File: src/rtl/reg4_serial_ctrl.sv
// rtl/reg4_serial_ctrl.sv - sequencer serializing WIDTH-bit words LSB-first through an external load/shift register
//
// Purpose: accepts words from a valid/ready producer, parallel-loads them into
// the owned load/shift register, then shifts them out one bit per cycle on
// ser_out. Optional inter-word gap, synchronous abort, and a wrapping count of
// completed words.
//
// Optional feature: define REG4_SERIAL_CTRL_PARITY_EN to append one even-parity
// bit after the data bits (done then moves to the parity cycle).
//
// Ports:
//   clk            in   rising-edge clock
//   reset          in   asynchronous reset, active-low
//   in_valid       in   producer offers in_data
//   in_data        in   word to serialize
//   in_ready       out  word accepted this cycle (IDLE and no abort)
//   abort          in   synchronous abort of the current word
//   reg_sel        out  register sel (1 = shift, 0 = parallel load)
//   reg_din        out  register parallel data
//   reg_din_serie  out  register serial fill input
//   reg_q          in   register contents
//   ser_out        out  serial data bit (0 when ser_valid=0)
//   ser_valid      out  ser_out carries a bit
//   done           out  final bit cycle of a word
//   busy           out  controller not idle
//   words_sent     out  completed-word count, wraps 255 -> 0
module reg4_serial_ctrl #(
    parameter int   WIDTH      = 4,
    parameter int   GAP_CYCLES = 1,
    parameter logic FILL_BIT   = 1'b0
) (
    input  logic             clk,
    input  logic             reset,
    input  logic             in_valid,
    input  logic [WIDTH-1:0] in_data,
    output logic             in_ready,
    input  logic             abort,
    output logic             reg_sel,
    output logic [WIDTH-1:0] reg_din,
    output logic             reg_din_serie,
    input  logic [WIDTH-1:0] reg_q,
    output logic             ser_out,
    output logic             ser_valid,
    output logic             done,
    output logic             busy,
    output logic [7:0]       words_sent
);

    localparam int BW = (WIDTH > 1) ? $clog2(WIDTH) : 1;
    localparam int GW = (GAP_CYCLES > 1) ? $clog2(GAP_CYCLES) : 1;
    localparam logic [BW-1:0] BIT_LAST = BW'(WIDTH - 1);
    localparam logic [GW-1:0] GAP_LAST = GW'((GAP_CYCLES > 0) ? GAP_CYCLES - 1 : 0);

`ifdef REG4_SERIAL_CTRL_PARITY_EN
    typedef enum logic [1:0] {S_IDLE = 2'd0, S_SHIFT = 2'd1, S_PAR = 2'd2, S_GAP = 2'd3} state_t;
`else
    typedef enum logic [1:0] {S_IDLE = 2'd0, S_SHIFT = 2'd1, S_GAP = 2'd3} state_t;
`endif

    state_t          r_state;
    state_t          w_next;
    state_t          w_after_word;
    logic [BW-1:0]   r_bit_cnt;
    logic [GW-1:0]   r_gap_cnt;
    logic [7:0]      r_words_sent;
    logic            w_last_bit;
    logic            w_handshake;
    // Only bit 0 of the register is observed; the upper bits just travel down.
    logic            w_unused_q;

`ifdef REG4_SERIAL_CTRL_PARITY_EN
    logic            r_parity;
`endif

    assign w_unused_q   = ^reg_q[WIDTH-1:1];
    assign w_last_bit   = (r_state == S_SHIFT) && (r_bit_cnt == BIT_LAST);
    assign w_handshake  = (r_state == S_IDLE) && in_valid && !abort;
    assign w_after_word = (GAP_CYCLES > 0) ? S_GAP : S_IDLE;
    assign words_sent   = r_words_sent;

    // State register
    always_ff @(posedge clk or negedge reset) begin
        if (!reset) begin
            r_state <= S_IDLE;
        end else begin
            r_state <= w_next;
        end
    end

    // Next-state logic; abort overrides both the handshake and end-of-word
    always_comb begin
        w_next = r_state;
        if (abort) begin
            w_next = S_IDLE;
        end else begin
            case (r_state)
                S_IDLE:  if (in_valid) w_next = S_SHIFT;
`ifdef REG4_SERIAL_CTRL_PARITY_EN
                S_SHIFT: if (w_last_bit) w_next = S_PAR;
                S_PAR:   w_next = w_after_word;
`else
                S_SHIFT: if (w_last_bit) w_next = w_after_word;
`endif
                S_GAP:   if (r_gap_cnt == GAP_LAST) w_next = S_IDLE;
                default: w_next = S_IDLE;
            endcase
        end
    end

    // Output logic
    always_comb begin
        in_ready      = 1'b0;
        reg_sel       = 1'b0;
        reg_din       = '0;
        reg_din_serie = 1'b0;
        ser_out       = 1'b0;
        ser_valid     = 1'b0;
        done          = 1'b0;
        busy          = (r_state != S_IDLE);
        case (r_state)
            S_IDLE: begin
                // Register reloads in_data every idle edge so the accepted
                // word is already in place on the first SHIFT cycle.
                in_ready = !abort;
                reg_din  = in_data;
            end
            S_SHIFT: begin
                reg_sel       = 1'b1;
                reg_din_serie = FILL_BIT;
                ser_valid     = 1'b1;
                ser_out       = reg_q[0];
`ifndef REG4_SERIAL_CTRL_PARITY_EN
                done          = w_last_bit && !abort;
`endif
            end
`ifdef REG4_SERIAL_CTRL_PARITY_EN
            S_PAR: begin
                ser_valid = 1'b1;
                ser_out   = r_parity;
                done      = !abort;
            end
`endif
            default: ;
        endcase
    end

    // Counters and parity latch
    always_ff @(posedge clk or negedge reset) begin
        if (!reset) begin
            r_bit_cnt    <= '0;
            r_gap_cnt    <= '0;
            r_words_sent <= '0;
        end else begin
            if ((r_state == S_SHIFT) && !abort && !w_last_bit) begin
                r_bit_cnt <= r_bit_cnt + BW'(1);
            end else begin
                r_bit_cnt <= '0;
            end
            if ((r_state == S_GAP) && !abort && (r_gap_cnt != GAP_LAST)) begin
                r_gap_cnt <= r_gap_cnt + GW'(1);
            end else begin
                r_gap_cnt <= '0;
            end
            if (done) begin
                r_words_sent <= r_words_sent + 8'd1;
            end
        end
    end

`ifdef REG4_SERIAL_CTRL_PARITY_EN
    always_ff @(posedge clk or negedge reset) begin
        if (!reset) begin
            r_parity <= 1'b0;
        end else if (w_handshake) begin
            r_parity <= ^in_data;
        end
    end
`endif

endmodule

File: config.mk
export PLATFORM = sky130hd
export DESIGN_NAME = reg4_serial_ctrl
export DESIGN_NICKNAME = d
export VERILOG_FILES = /design/src/rtl/reg4_serial_ctrl.sv
export SDC_FILE = /design/constraint.sdc
export NUM_CORES = 1
export LEC_CHECK = 0
export CAP_MARGIN = 20
export CORE_MARGIN = 5
export CORE_UTILIZATION = 38
export CTS_CLUSTER_DIAMETER = 30
export DETAILED_ROUTE_END_ITERATION = 8
export GPL_TIMING_DRIVEN = 0
export PLACE_DENSITY = 0.76
export SETUP_SLACK_MARGIN = 0.05
export SLEW_MARGIN = 5
export SYNTH_ARGS = -nofsm -noshare
export SYNTH_HDL_FRONTEND = slang
export SYNTH_SLANG_ARGS = --single-unit
File: constraint.sdc
create_clock -name clk -period 3.9 [get_ports clk]
set_input_delay 0.78 -clock clk [delete_from_list [all_inputs] [get_ports clk]]
set_output_delay 0.78 -clock clk [all_outputs]
set_load 0.005 [all_outputs]
# Word-level counts from Yosys, hierarchy flattened
# Index checks and enable logic that the tools add are counted.
# W data, S select, Z words.
# totals
input_bits,12
reg_bits,13
# op_classes
mux,12
n_eq_ne,6
n_reduce_logical,11
n_addsub,3
# ops
op,count
$mux W2,5
$ne A3 B3 Y1 const B,3
$add A8 B1 Y8 const B,1
$logic_and A1 B1 Y1,6
$pmux W2 S3,1
$mux W1,5
$eq A2 B2 Y1 const B,2
$mux W4,1
$reduce_and A3 Y1,1
$add A2 B1 Y2 const B,1
$eq A2 B1 Y1 const B,1
$logic_not A1 Y1,2
$logic_not A2 Y1,1
$reduce_bool A2 Y1,1
$add A1 B1 Y1 const B,1

# Longest topological paths before layout
# logic_depth
depth_word,5
mapped_depth,5

# Worst setup path before layout
# No wires, ideal clock.
# synth_path
path_type,input -> output
start,in abort
end,out done
stages,2
t_required_ns,3.120
path_slack_ns,1.972
t_arrival_ns,1.148
path_cell_list,and4bb_1 -> buf_6
# synth_via
elab_chain_len,3
# synth_rtl
element,line_no,rtl
from (decl),37,"input logic abort,"
$logic_not A1 Y1,133,done = w_last_bit && !abort;
$logic_and A1 B1 Y1,133,
$mux W1,120,case (r_state)
to (decl),44,"output logic done,"
# No other way between the ends.

# Final worst setup path
# Same ends and word-level chain as after synthesis.

==> impl_metrics.ini <==
[synth]
synth_area_um2 = 629
ys_types = 23
yosys_warnings = 0
yosys-top-cells-area = dfrtp_1 (52%), xnor2_1 (8.3%), and2_1 (6.0%), ha_1 (4.0%), nand4_1 (3.0%)
avgSynthCellArea_um2 = 11.4
seq_area_frac_synth_pct = 51.7
yosys.area.top_type = dfrtp_1
synth-seq-cells = 13
yosys.area.top_type_share_pct = 51.7
netlist_instances = 55

[setup_path]
cp_slowest_cell = clkdlybuf4s50_1
arrival_ns = 2.21
slowest_delay_ns = 0.50
critical_path.cell_chain = clkdlybuf4s50_1 > and4bb_1 > buf_6 > clkdlybuf4s50_1
crit_type = input pin to output pin
crit_top_cell = clkdlybuf4s50_1
start_kind = input pin
endpoint_kind = output pin
crit_fanout = 9
cp_data_required_time_ns = 3.12
r2r_slack_ns = 2.50
rr_worst_depth = 4

[cts]
post_cts_resized = 0
clock_tree.buffer_depth = 2
clock_latency_ns = 0.26
cts.htree.levels = 1
clk_pin_slew_worst_paths_ns = 0.07
clock_sinks = 13
ctsHoldBuffers = 0
postCtsSetupBuffers = 0
root_buffer = clkbuf_4
cts_tree = done
cts_buffers = 3

[hold_path]
hp-class = flop to flop
hold_path_depth = 1

[detailed_routing]
drcViolationCount = 0
final_antenna_net_count = 0
routedWlPerCell_um = 12.4
route.vias.total = 484
viasPerCell = 4.75
drtIter0Drc = 1
drtPass1Iterations = 4
wirelength_um = 1260

[power]
ir_drop_mv = 0.275
p_per_area_mw_per_mm2 = 272
power_leakage_nw = 0.422

[cells_and_area]
drive_above_1_share_pct = 9.30
num-nets-final = 101
syn_to_final_growth_pct = 49.3
diodes = 0

[sta]
fin_crit_ns = 2.99
hold_violations = 0
setup_viol = 0
rsz0062_at_grt = false
fin_crit_sh_pct = 76.6
holdWs_ns = 0.449
setup_slack_ns = 0.914
relSlewSlack_pct = 63.7
fin_setup_tns_ns = 0
fin_worst_skew_ns = 0.000760
finalMaxSlewViolations = 0
fmax_mhz = 335
worst_slew_pin_slew_ns = 0.542

[placed_design]
post-place-ws_ns = 0.912
globalplace.congestion = 0.684
port_buffers = 26
hpwlAfterDp_um = 1040

[floorplan]
die_y_um = 50.7
std_cell_rows = 14
coreArea_mm2 = 0.00154
die_width_um = 50.7
ios = 31
fp.dieArea_mm2 = 0.00257
start_util_pct = 40.8

[run]
max-cap-violations = 0

[global_route]
grt_pass1_wl_um = 2080
grt_pass1_vias = 475
grt_max_degree = 14
grt_antenna_before_repair = 0
grtUsageTotal_pct = 10.7
gr-total-overflow = 0

[status]
status = finished, final reports clean
cells in the final DEF, fill, tap and decap left out:
master	synthesis	final
clkdlybuf4s50_1	0	26
and4_1	1	1
nand4_1	3	3
nor3b_1	2	2
xnor2_1	6	6
dfrtp_1	13	13
nand3_1	2	2
mux2i_1	1	1
and4bb_1	1	1
and2_1	6	6
nor3_1	2	2
buf_6	1	1
nor2_1	2	2
clkbuf_1	0	1
a21oi_1	1	1
buf_4	2	2
and2b_2	1	1
ha_1	2	2
and3_1	1	1
clkbuf_4	0	3
conb_1	1	2
o21bai_1	1	1
nand2_1	3	3
xor2_1	1	1
inv_1	1	1
mux2_4	1	1
cells by family after synthesis:
logic type	Yosys count	share of synthesized area [%]
AND/OR/NAND/NOR	24	23.3
adder cells (fa/ha/maj)	2	3.98
other	1	0.596
multiplexers	2	3.98
AO/OA/AOI/OAI	2	1.99
flip-flops	13	51.7
buffers and inverters	4	4.77
XOR/XNOR	7	9.74
cell usage after synthesis:
cell      instances
and4bb_1          1
nand2_1           3
buf_4             2
and2b_2           1
nor3_1            2
nor2_1            2
and4_1            1
conb_1            1
inv_1             1
xnor2_1           6
mux2i_1           1
buf_6             1
xor2_1            1
nand3_1           2
and2_1            6
dfrtp_1          13
a21oi_1           1
mux2_4            1
o21bai_1          1
nand4_1           3
and3_1            1
nor3b_1           2
ha_1              2
registers in the layout, summed over array words and instances (netlist names):
| signal | cells |
|---|---|
| r_state | 2 |
| r_gap_cnt | 1 |
| words_sent | 8 |
| r_bit_cnt | 2 |
through the flow:
step,utilization [%],instance area [um2],instances,total power [mW]
after floorplan,-,633,56,0.155
after global placement,59.3,913,98,0.181
after detailed placement,59.3,913,98,0.182
after CTS,61.0,940,102,0.261
after global routing,61.0,940,102,0.273
final,61.0,940,102,0.255
area by class of cell:
type                            count  area [um2]
Fill cell                         136         602
Sequential cell                    13         325
Multi-Input combinational cell     39         278
Timing Repair Buffer               26         260
Clock buffer                        4        26.3
Buffer                              3        26.3
Tap cell                           16        20.0
Inverter                            1        3.75
critical path, delay by kind of cell:
kind,cells,cell delay (ns)
simple gates,1,0.30
buf+inv,3,1.12
layer usage:
metal,GRT usage [%],wire (um),vias to the layer above
met5,0,0,-
met4,1.28,0,0
met3,6.21,77,0
met2,19.0,650,11
met1,11.0,535,228
li1,-,-,245
final timing paths:
| check | end | startpoint |
|---|---|---|
| setup / recovery | done | abort |
| hold / removal | r_bit_cnt[0]$_DFF_PN0_ | r_bit_cnt[0]$_DFF_PN0_ |
| max in group asynchronous | words_sent[2]$_DFFE_PN0P_ | reset |
| min in group asynchronous | words_sent[5]$_DFFE_PN0P_ | reset |
| setup reg to reg | words_sent[1]$_DFFE_PN0P_ | r_bit_cnt[0]$_DFF_PN0_ |
| hold reg to reg | r_bit_cnt[0]$_DFF_PN0_ | r_bit_cnt[0]$_DFF_PN0_ |
where the power goes:
part	total, mW	internal, mW	switching, mW
clock	0.0765	0.0395	0.0370
sequential	0.141	0.138	0.00347
combinational	0.0376	0.0255	0.0121
Note: power is estimated with default switching activity, not from simulation.
